## config.mk

```make
export PLATFORM = sky130hd
export DESIGN_NAME = rgb_effect_pipe
export DESIGN_NICKNAME = d
export VERILOG_FILES = /design/src/rtl/rgb_effect_pipe.sv
export SDC_FILE = /design/constraint.sdc
export NUM_CORES = 1
export LEC_CHECK = 0
export CAP_MARGIN = 20
export CORE_MARGIN = 8
export CORE_UTILIZATION = 35
export CTS_CLUSTER_SIZE = 25
export DETAILED_ROUTE_END_ITERATION = 10
export PLACE_DENSITY_LB_ADDON = 0.08
export SLEW_MARGIN = 0
export SYNTH_ARGS = -nofsm -noshare
export SYNTH_HDL_FRONTEND = slang
export SYNTH_SLANG_ARGS = --single-unit
```

## constraint.sdc

```tcl
create_clock -name clk -period 6.9 [get_ports clk]
set_input_delay 1.725 -clock clk [delete_from_list [all_inputs] [get_ports clk]]
set_output_delay 1.725 -clock clk [all_outputs]
set_load 0.02 [all_outputs]
```

## src/rtl/rgb_effect_pipe.sv

```systemverilog
// rgb_effect_pipe: 3-stage valid/ready pixel effect pipeline over a 3x3 neighbourhood.
// Effects: pass, gain (saturating), invert, grayscale, 3x3 box blur; then per-channel mask.
// Ports:
//   clk, reset           clock, synchronous active-high reset
//   in_valid/in_ready    input handshake; in_sof marks the first pixel of a frame
//   color_data           9 pixels, MSB-first: centre, L, R, U, D, UL, UR, DL, DR
//   cfg_*                shadow config write port (mode, mask, per-channel gains)
//   out_valid/out_ready  output handshake; out_sof travels with its pixel
//   filter_rgb_out       result pixel, R in MSBs, B in LSBs
module rgb_effect_pipe #(
  parameter int unsigned BPC    = 4,
  parameter int unsigned GAIN_W = 8
) (
  input  logic                clk,
  input  logic                reset,
  input  logic                in_valid,
  output logic                in_ready,
  input  logic                in_sof,
  input  logic [27*BPC-1:0]   color_data,
  input  logic                cfg_we,
  input  logic [2:0]          cfg_mode,
  input  logic [2:0]          cfg_mask,
  input  logic [GAIN_W-1:0]   cfg_gain_r,
  input  logic [GAIN_W-1:0]   cfg_gain_g,
  input  logic [GAIN_W-1:0]   cfg_gain_b,
  output logic                out_valid,
  input  logic                out_ready,
  output logic                out_sof,
  output logic [3*BPC-1:0]    filter_rgb_out
);

  localparam int unsigned P  = 3 * BPC;
  localparam int unsigned SW = BPC + 4;       // 9-tap sum width
  localparam int unsigned PW = BPC + GAIN_W;  // gain product width
  localparam int unsigned BW = SW + 6;        // blur product width (57 < 2^6)
  localparam int unsigned YW = BPC + 8;       // luma accumulator width

  localparam logic [BPC-1:0]    MAX   = '1;
  localparam logic [GAIN_W-1:0] UNITY = GAIN_W'(16);

  localparam logic [2:0] M_GAIN = 3'd1;
  localparam logic [2:0] M_INV  = 3'd2;
  localparam logic [2:0] M_GRAY = 3'd3;
  localparam logic [2:0] M_BLUR = 3'd4;

  logic en, accept, sof_load;

  logic [2:0]              sh_mode_q, act_mode_q, sh_mask_q, act_mask_q;
  logic [2:0][GAIN_W-1:0]  sh_gain_q, act_gain_q;
  logic [2:0]              sel_mode, sel_mask;
  logic [2:0][GAIN_W-1:0]  sel_gain;
  logic [2:0][SW-1:0]      sum_d;

  logic                    v1_q, sof1_q;
  logic [P-1:0]            ctr1_q;
  logic [2:0][SW-1:0]      sum1_q;
  logic [2:0]              mode1_q, mask1_q;
  logic [2:0][GAIN_W-1:0]  gain1_q;

  logic                    v2_q, sof2_q;
  logic [2:0]              mask2_q;
  logic [P-1:0]            res2_q, res2_d;
  logic [YW-1:0]           ysum;

  logic                    v3_q, sof3_q;
  logic [P-1:0]            pix3_q, pix3_d;

  // Global stall: the whole pipe advances only when the output slot frees up.
  assign en       = ~v3_q | out_ready;
  assign in_ready = en;
  assign accept   = in_valid & en;
  assign sof_load = accept & in_sof;

  // Shadow / active configuration; active swaps in only on an accepted sof beat.
  always_ff @(posedge clk) begin
    if (reset) begin
      sh_mode_q  <= '0;
      sh_mask_q  <= 3'b111;
      sh_gain_q  <= {3{UNITY}};
      act_mode_q <= '0;
      act_mask_q <= 3'b111;
      act_gain_q <= {3{UNITY}};
    end else begin
      if (cfg_we) begin
        sh_mode_q <= cfg_mode;
        sh_mask_q <= cfg_mask;
        sh_gain_q <= {cfg_gain_r, cfg_gain_g, cfg_gain_b};
      end
      if (sof_load) begin
        act_mode_q <= sh_mode_q;
        act_mask_q <= sh_mask_q;
        act_gain_q <= sh_gain_q;
      end
    end
  end

  // The sof pixel itself must see the config it is about to commit.
  assign sel_mode = sof_load ? sh_mode_q : act_mode_q;
  assign sel_mask = sof_load ? sh_mask_q : act_mask_q;
  assign sel_gain = sof_load ? sh_gain_q : act_gain_q;

  // Per-channel 9-tap sums; channel index 0 = B, 2 = R.
  always_comb begin
    sum_d = '0;
    for (int t = 0; t < 9; t++) begin
      for (int c = 0; c < 3; c++) begin
        sum_d[c] = sum_d[c] + SW'(color_data[t*P + c*BPC +: BPC]);
      end
    end
  end

  // Stage 1: centre pixel, sums and the pixel's own config.
  always_ff @(posedge clk) begin
    if (reset) begin
      v1_q    <= 1'b0;
      sof1_q  <= 1'b0;
      ctr1_q  <= '0;
      sum1_q  <= '0;
      mode1_q <= '0;
      mask1_q <= '0;
      gain1_q <= '0;
    end else if (en) begin
      v1_q    <= in_valid;
      sof1_q  <= in_sof & in_valid;
      ctr1_q  <= color_data[27*BPC-1 -: P];
      sum1_q  <= sum_d;
      mode1_q <= sel_mode;
      mask1_q <= sel_mask;
      gain1_q <= sel_gain;
    end
  end

  function automatic logic [BPC-1:0] sat_gain(input logic [BPC-1:0] ch,
                                               input logic [GAIN_W-1:0] g);
    logic [PW-1:0] prod;
    prod = PW'(ch) * PW'(g);
    prod = prod >> 4;
    return (prod > PW'(MAX)) ? MAX : prod[BPC-1:0];
  endfunction

  function automatic logic [BPC-1:0] sat_blur(input logic [SW-1:0] s);
    logic [BW-1:0] prod;
    prod = BW'(s) * BW'(57);
    prod = prod >> 9;
    return (prod > BW'(MAX)) ? MAX : prod[BPC-1:0];
  endfunction

  // Luma weights sum to 256, so the shifted result always fits in BPC bits.
  assign ysum = YW'(77)  * YW'(ctr1_q[P-1 -: BPC])
              + YW'(150) * YW'(ctr1_q[2*BPC-1 -: BPC])
              + YW'(29)  * YW'(ctr1_q[BPC-1:0]);

  // Stage 2: effect arithmetic; reserved modes fall through to pass.
  always_comb begin
    res2_d = ctr1_q;
    for (int c = 0; c < 3; c++) begin
      case (mode1_q)
        M_GAIN:  res2_d[c*BPC +: BPC] = sat_gain(ctr1_q[c*BPC +: BPC], gain1_q[c]);
        M_INV:   res2_d[c*BPC +: BPC] = MAX - ctr1_q[c*BPC +: BPC];
        M_GRAY:  res2_d[c*BPC +: BPC] = ysum[YW-1:8];
        M_BLUR:  res2_d[c*BPC +: BPC] = sat_blur(sum1_q[c]);
        default: res2_d[c*BPC +: BPC] = ctr1_q[c*BPC +: BPC];
      endcase
    end
  end

  always_ff @(posedge clk) begin
    if (reset) begin
      v2_q    <= 1'b0;
      sof2_q  <= 1'b0;
      mask2_q <= '0;
      res2_q  <= '0;
    end else if (en) begin
      v2_q    <= v1_q;
      sof2_q  <= sof1_q;
      mask2_q <= mask1_q;
      res2_q  <= res2_d;
    end
  end

  // Stage 3: channel mask into the output register.
  always_comb begin
    pix3_d = '0;
    for (int c = 0; c < 3; c++) begin
      if (mask2_q[c]) pix3_d[c*BPC +: BPC] = res2_q[c*BPC +: BPC];
    end
  end

  always_ff @(posedge clk) begin
    if (reset) begin
      v3_q   <= 1'b0;
      sof3_q <= 1'b0;
      pix3_q <= '0;
    end else if (en) begin
      v3_q   <= v2_q;
      sof3_q <= sof2_q;
      pix3_q <= pix3_d;
    end
  end

  assign out_valid      = v3_q;
  assign out_sof        = sof3_q;
  assign filter_rgb_out = pix3_q;

endmodule

```

==> impl_metrics.sql <==
INSERT INTO impl_metrics (metric_group, metric, value, unit) VALUES
('placed_design', 'hpwlAfterDp', '26600', 'µm'),
('setup_path', 'critical_path_required', '7.24', 'ns'),
('setup_path', 'critical_path.n_buffers_inverters', '4', ''),
('synth', 'synth.top_cells.by_area', 'fa_1 23%, dfxtp_1 22%, ha_1 16%', ''),
('drt', 'vias', '10611', ''),
('floorplan', 'core_region', '0.0406', 'mm²'),
('floorplan', 'die_width', '218', 'µm'),
('grt', 'overflow', '0', ''),
('synth', 'ys_async_sr_fraction', '0', '%'),
('grt', 'grt_pass1_vias', '11232', ''),
('drt', 'drc_violations', '0', ''),
('sta', 'finalHoldViolCount', '0', ''),
('layout', 'final_nets', '2152', ''),
('setup_path', 'reg2reg_to', 'res2_q[1]', ''),
('sta', 'fmax', '172', 'MHz'),
('floorplan', 'placementRows', '74', ''),
('synth', 'post_synth_design_cell_area', '0.0143', 'mm²'),
('setup_path', 'cp_slowest_stage_delay', '0.65', 'ns'),
('drt', 'drt-total-wl', '33600', 'µm'),
('setup_path', 'ff_to_ff_setup_slack', '1.10', 'ns'),
('sta', 'min_period_over_period', '84.1', '%'),
('sta', 'rsz_0062_raised_after_global_routing', 'false', ''),
('job', 'timing.max_cap.violations', '0', ''),
('drt', 'drt_iter0_drc', '365', ''),
('sta', 'period_minus_slack', '5.80', 'ns'),
('placed_design', 'post-place-ws', '1.17', 'ns'),
('grt', 'grt.total_usage', '14.7', '%'),
('synth', 'synth_top_cells_by_count', '183 x inv_1, 182 x ha_1, 168 x nand2_1', ''),
('sta', 'finalClockSkew', '0.0140', 'ns'),
('grt', 'globalRoute.busiestLayer', 'met2', ''),
('clocking', 'cts_hold_buffers', '0', ''),
('synth', 'syn_avg_cell_area', '9.26', 'µm²'),
('grt', 'global_route.usage.met1', '19.2', '%'),
('placed_design', 'place.port_buffers', '158', ''),
('clocking', 'number_of_buffers_inserted_during_clock_tree_synthesis', '17', ''),
('synth', 'postSynthNetCount', '2029', ''),
('grt', 'grt_util_met2', '25.6', '%'),
('clocking', 'cts_tree', 'built', ''),
('synth', 'synth_largest_area_cell', 'fa_1', ''),
('synth', 'netlist-cell-type-count', '63', ''),
('floorplan', 'floorplan.initialDensity', '35.2', '%'),
('pwr', 'power_density_over_the_cells', '268', 'mW/mm²'),
('drt', 'final_antenna_net_count', '0', ''),
('layout', 'num_antenna_cells', '0', ''),
('setup_path', 'crit_path_max_delay_family', 'adder cells', ''),
('setup_path', 'critical_path.cell_chain', 'ha_1 -> inv_1 -> fa_1 -> inv_1 -> ha_1 -> a211oi_1 -> nor2_1 -> nor2_1 -> ha_1 -> ha_1 -> inv_1 -> fa_1 -> fa_1 -> inv_1 -> ha_1 -> o21ai_0 -> nand2b_1 -> o311ai_0 -> nand2_1 -> nor3_1 -> nor4_1 -> o41ai_1', ''),
('setup_path', 'timing.critical_path.mode_cell', 'ha_1', ''),
('pwr', 'peakVddDrop', '0.172', 'mV'),
('sta', 'worst_pin_slew', '1.00', 'ns'),
('floorplan', 'top_level_ports', '159', ''),
('setup_path', 'crit_type', 'reg -> reg', ''),
('drt', 'wl_per_cell', '15.2', 'µm'),
('clocking', 'clkLatencyLatePin', '0.44', 'ns'),
('min_path', 'min_path_cells', '2', ''),
('setup_path', 'cp-start-kind', 'flop', ''),
('run_status', 'run_status', 'complete, no violations', ''),
('min_path', 'hold_class', 'reg -> reg', ''),
('layout', 'drive_above_1_share', '3.34', '%'),
('grt', 'grt_max_degree', '162', ''),
('sta', 'final.setup.worst_slack', '1.10', 'ns'),
('setup_path', 'peak_fanout_along_the_critical_path', '15', ''),
('sta', 'slew_viol_final', '0', ''),
('synth', 'synth_enable_flop_cells', '0', ''),
('setup_path', 'crit-reg2reg-launch', 'ctr1_q[5]', ''),
('synth', 'yosysWarningCount', '0', ''),
('synth', 'synth_flop_cell', 'dfxtp_1', ''),
('setup_path', 'critical_path.endpoint', 'res2_q[1]', ''),
('clocking', 'htreeDepth', '4', ''),
('drt', 'post_drt_via_cell_ratio', '4.81', ''),
('drt', 'first_pass_iters', '4', ''),
('setup_path', 'startpoint', 'ctr1_q[5]', '');
==> worst min-delay path by stage <==
stage / start / to / slack [ns]
3_3_place_gp: res2_q[1] / res2_q[1] / 0.44
6_report: filter_rgb_out[9] / filter_rgb_out[9] / 0.45
2_1_floorplan: res2_q[1] / res2_q[1] / 0.42
5_1_grt: out_sof / out_sof / 0.47
4_1_cts: mask1_q[2] / mask2_q[2] / 0.46
3_5_place_dp: res2_q[1] / res2_q[1] / 0.44
==> placed cells by master, fill, tap and decap left out, types with 7 or more instances in the layout <==
cell type / netlist / routed
nor2_1: 126 / 126
mux2i_1: 60 / 60
a21o_1: 13 / 13
and2_1: 43 / 43
xor2_1: 18 / 18
nand3_1: 20 / 20
inv_1: 183 / 183
xnor2_1: 24 / 24
clkbuf_16: 0 / 17
o21ai_0: 33 / 33
buf_4: 0 / 10
nor2b_1: 13 / 12
a211oi_1: 43 / 43
a31oi_1: 8 / 8
fa_1: 163 / 163
ha_1: 182 / 182
a211o_1: 7 / 7
nor3_1: 15 / 15
nand2_1: 168 / 168
or3_1: 7 / 7
a21oi_1: 90 / 90
dfxtp_1: 159 / 159
nand2b_1: 11 / 11
clkdlybuf4s50_1: 0 / 156
and3_1: 8 / 7
==> tightest hold or removal path, delay by kind of cell (launching register included) <==
kind / cells / cell delay (ns)
flops: 1 / 0.31
simple gates: 1 / 0.05
compound gates: 1 / 0.05
==> routing by layer <==
| layer | up-vias | share of wire [%] |
|---|---|---|
| met3 | 12 | 2.3 |
| met5 | - | 0 |
| met1 | 5128 | 48 |
| li1 | 5379 | - |
| met4 | 0 | 0.70 |
| met2 | 92 | 49 |
==> sequential cells by signal, summed over array words and instances, names as in the netlist <==
signal          flops
act_gain_q         24
gain1_q            24
sh_gain_q          24
sum1_q             24
ctr1_q             12
filter_rgb_out     12
res2_q             12
act_mask_q          3
act_mode_q          3
mask1_q             3
mask2_q             3
mode1_q             3
sh_mask_q           3
sh_mode_q           3
out_sof             1
out_valid           1
sof1_q              1
sof2_q              1
v1_q                1
v2_q                1
==> metrics by stage <==
stage	cell area, µm²	instances	hold slack, ns	utilization, %
finish	16900	2208	0.455	41.8
global route	16900	2208	0.474	41.8
floorplan	14300	1540	0.419	-
detailed placement	16300	2176	0.441	40.3
CTS	16900	2208	0.458	41.8
global placement	16300	2176	0.436	40.3
==> report_power, final <==
| group | total (W) | internal [W] | switching (W) | leakage [nW] |
|---|---|---|---|---|
| logic | 0.00240 | 0.00115 | 0.00126 | 6.38 |
| registers | 0.00115 | 0.00101 | 0.000141 | 1.31 |
| clock network | 0.000979 | 0.000552 | 0.000428 | 0.289 |
| total | 0.00454 | 0.00271 | 0.00183 | 7.98 |
==> kinds of logic (layout without fill, tap and decap cells) <==
logic type | after synthesis | in the layout | share of synthesized area [%]
xor+xnor | 42 | 42 | 2.58
simple gates | 438 | 438 | 14.0
compound gates | 248 | 248 | 11.4
flops | 159 | 159 | 22.3
mux | 60 | 60 | 4.21
buf+inv | 248 | 384 | 6.62
fa+ha+maj | 345 | 345 | 38.8
==> cell type report <==
class / instances / area [µm²] / area share (%)
well taps: 532 / 666 / 3.93
clock inverters: 13 / 151 / 0.894
repair buffers: 168 / 1660 / 9.81
flip-flops and latches: 159 / 3180 / 18.8
clock buffers: 19 / 443 / 2.61
multi-input cells: 1133 / 10100 / 59.9
inverters: 184 / 693 / 4.09
Power figures use the tool's default switching activity.
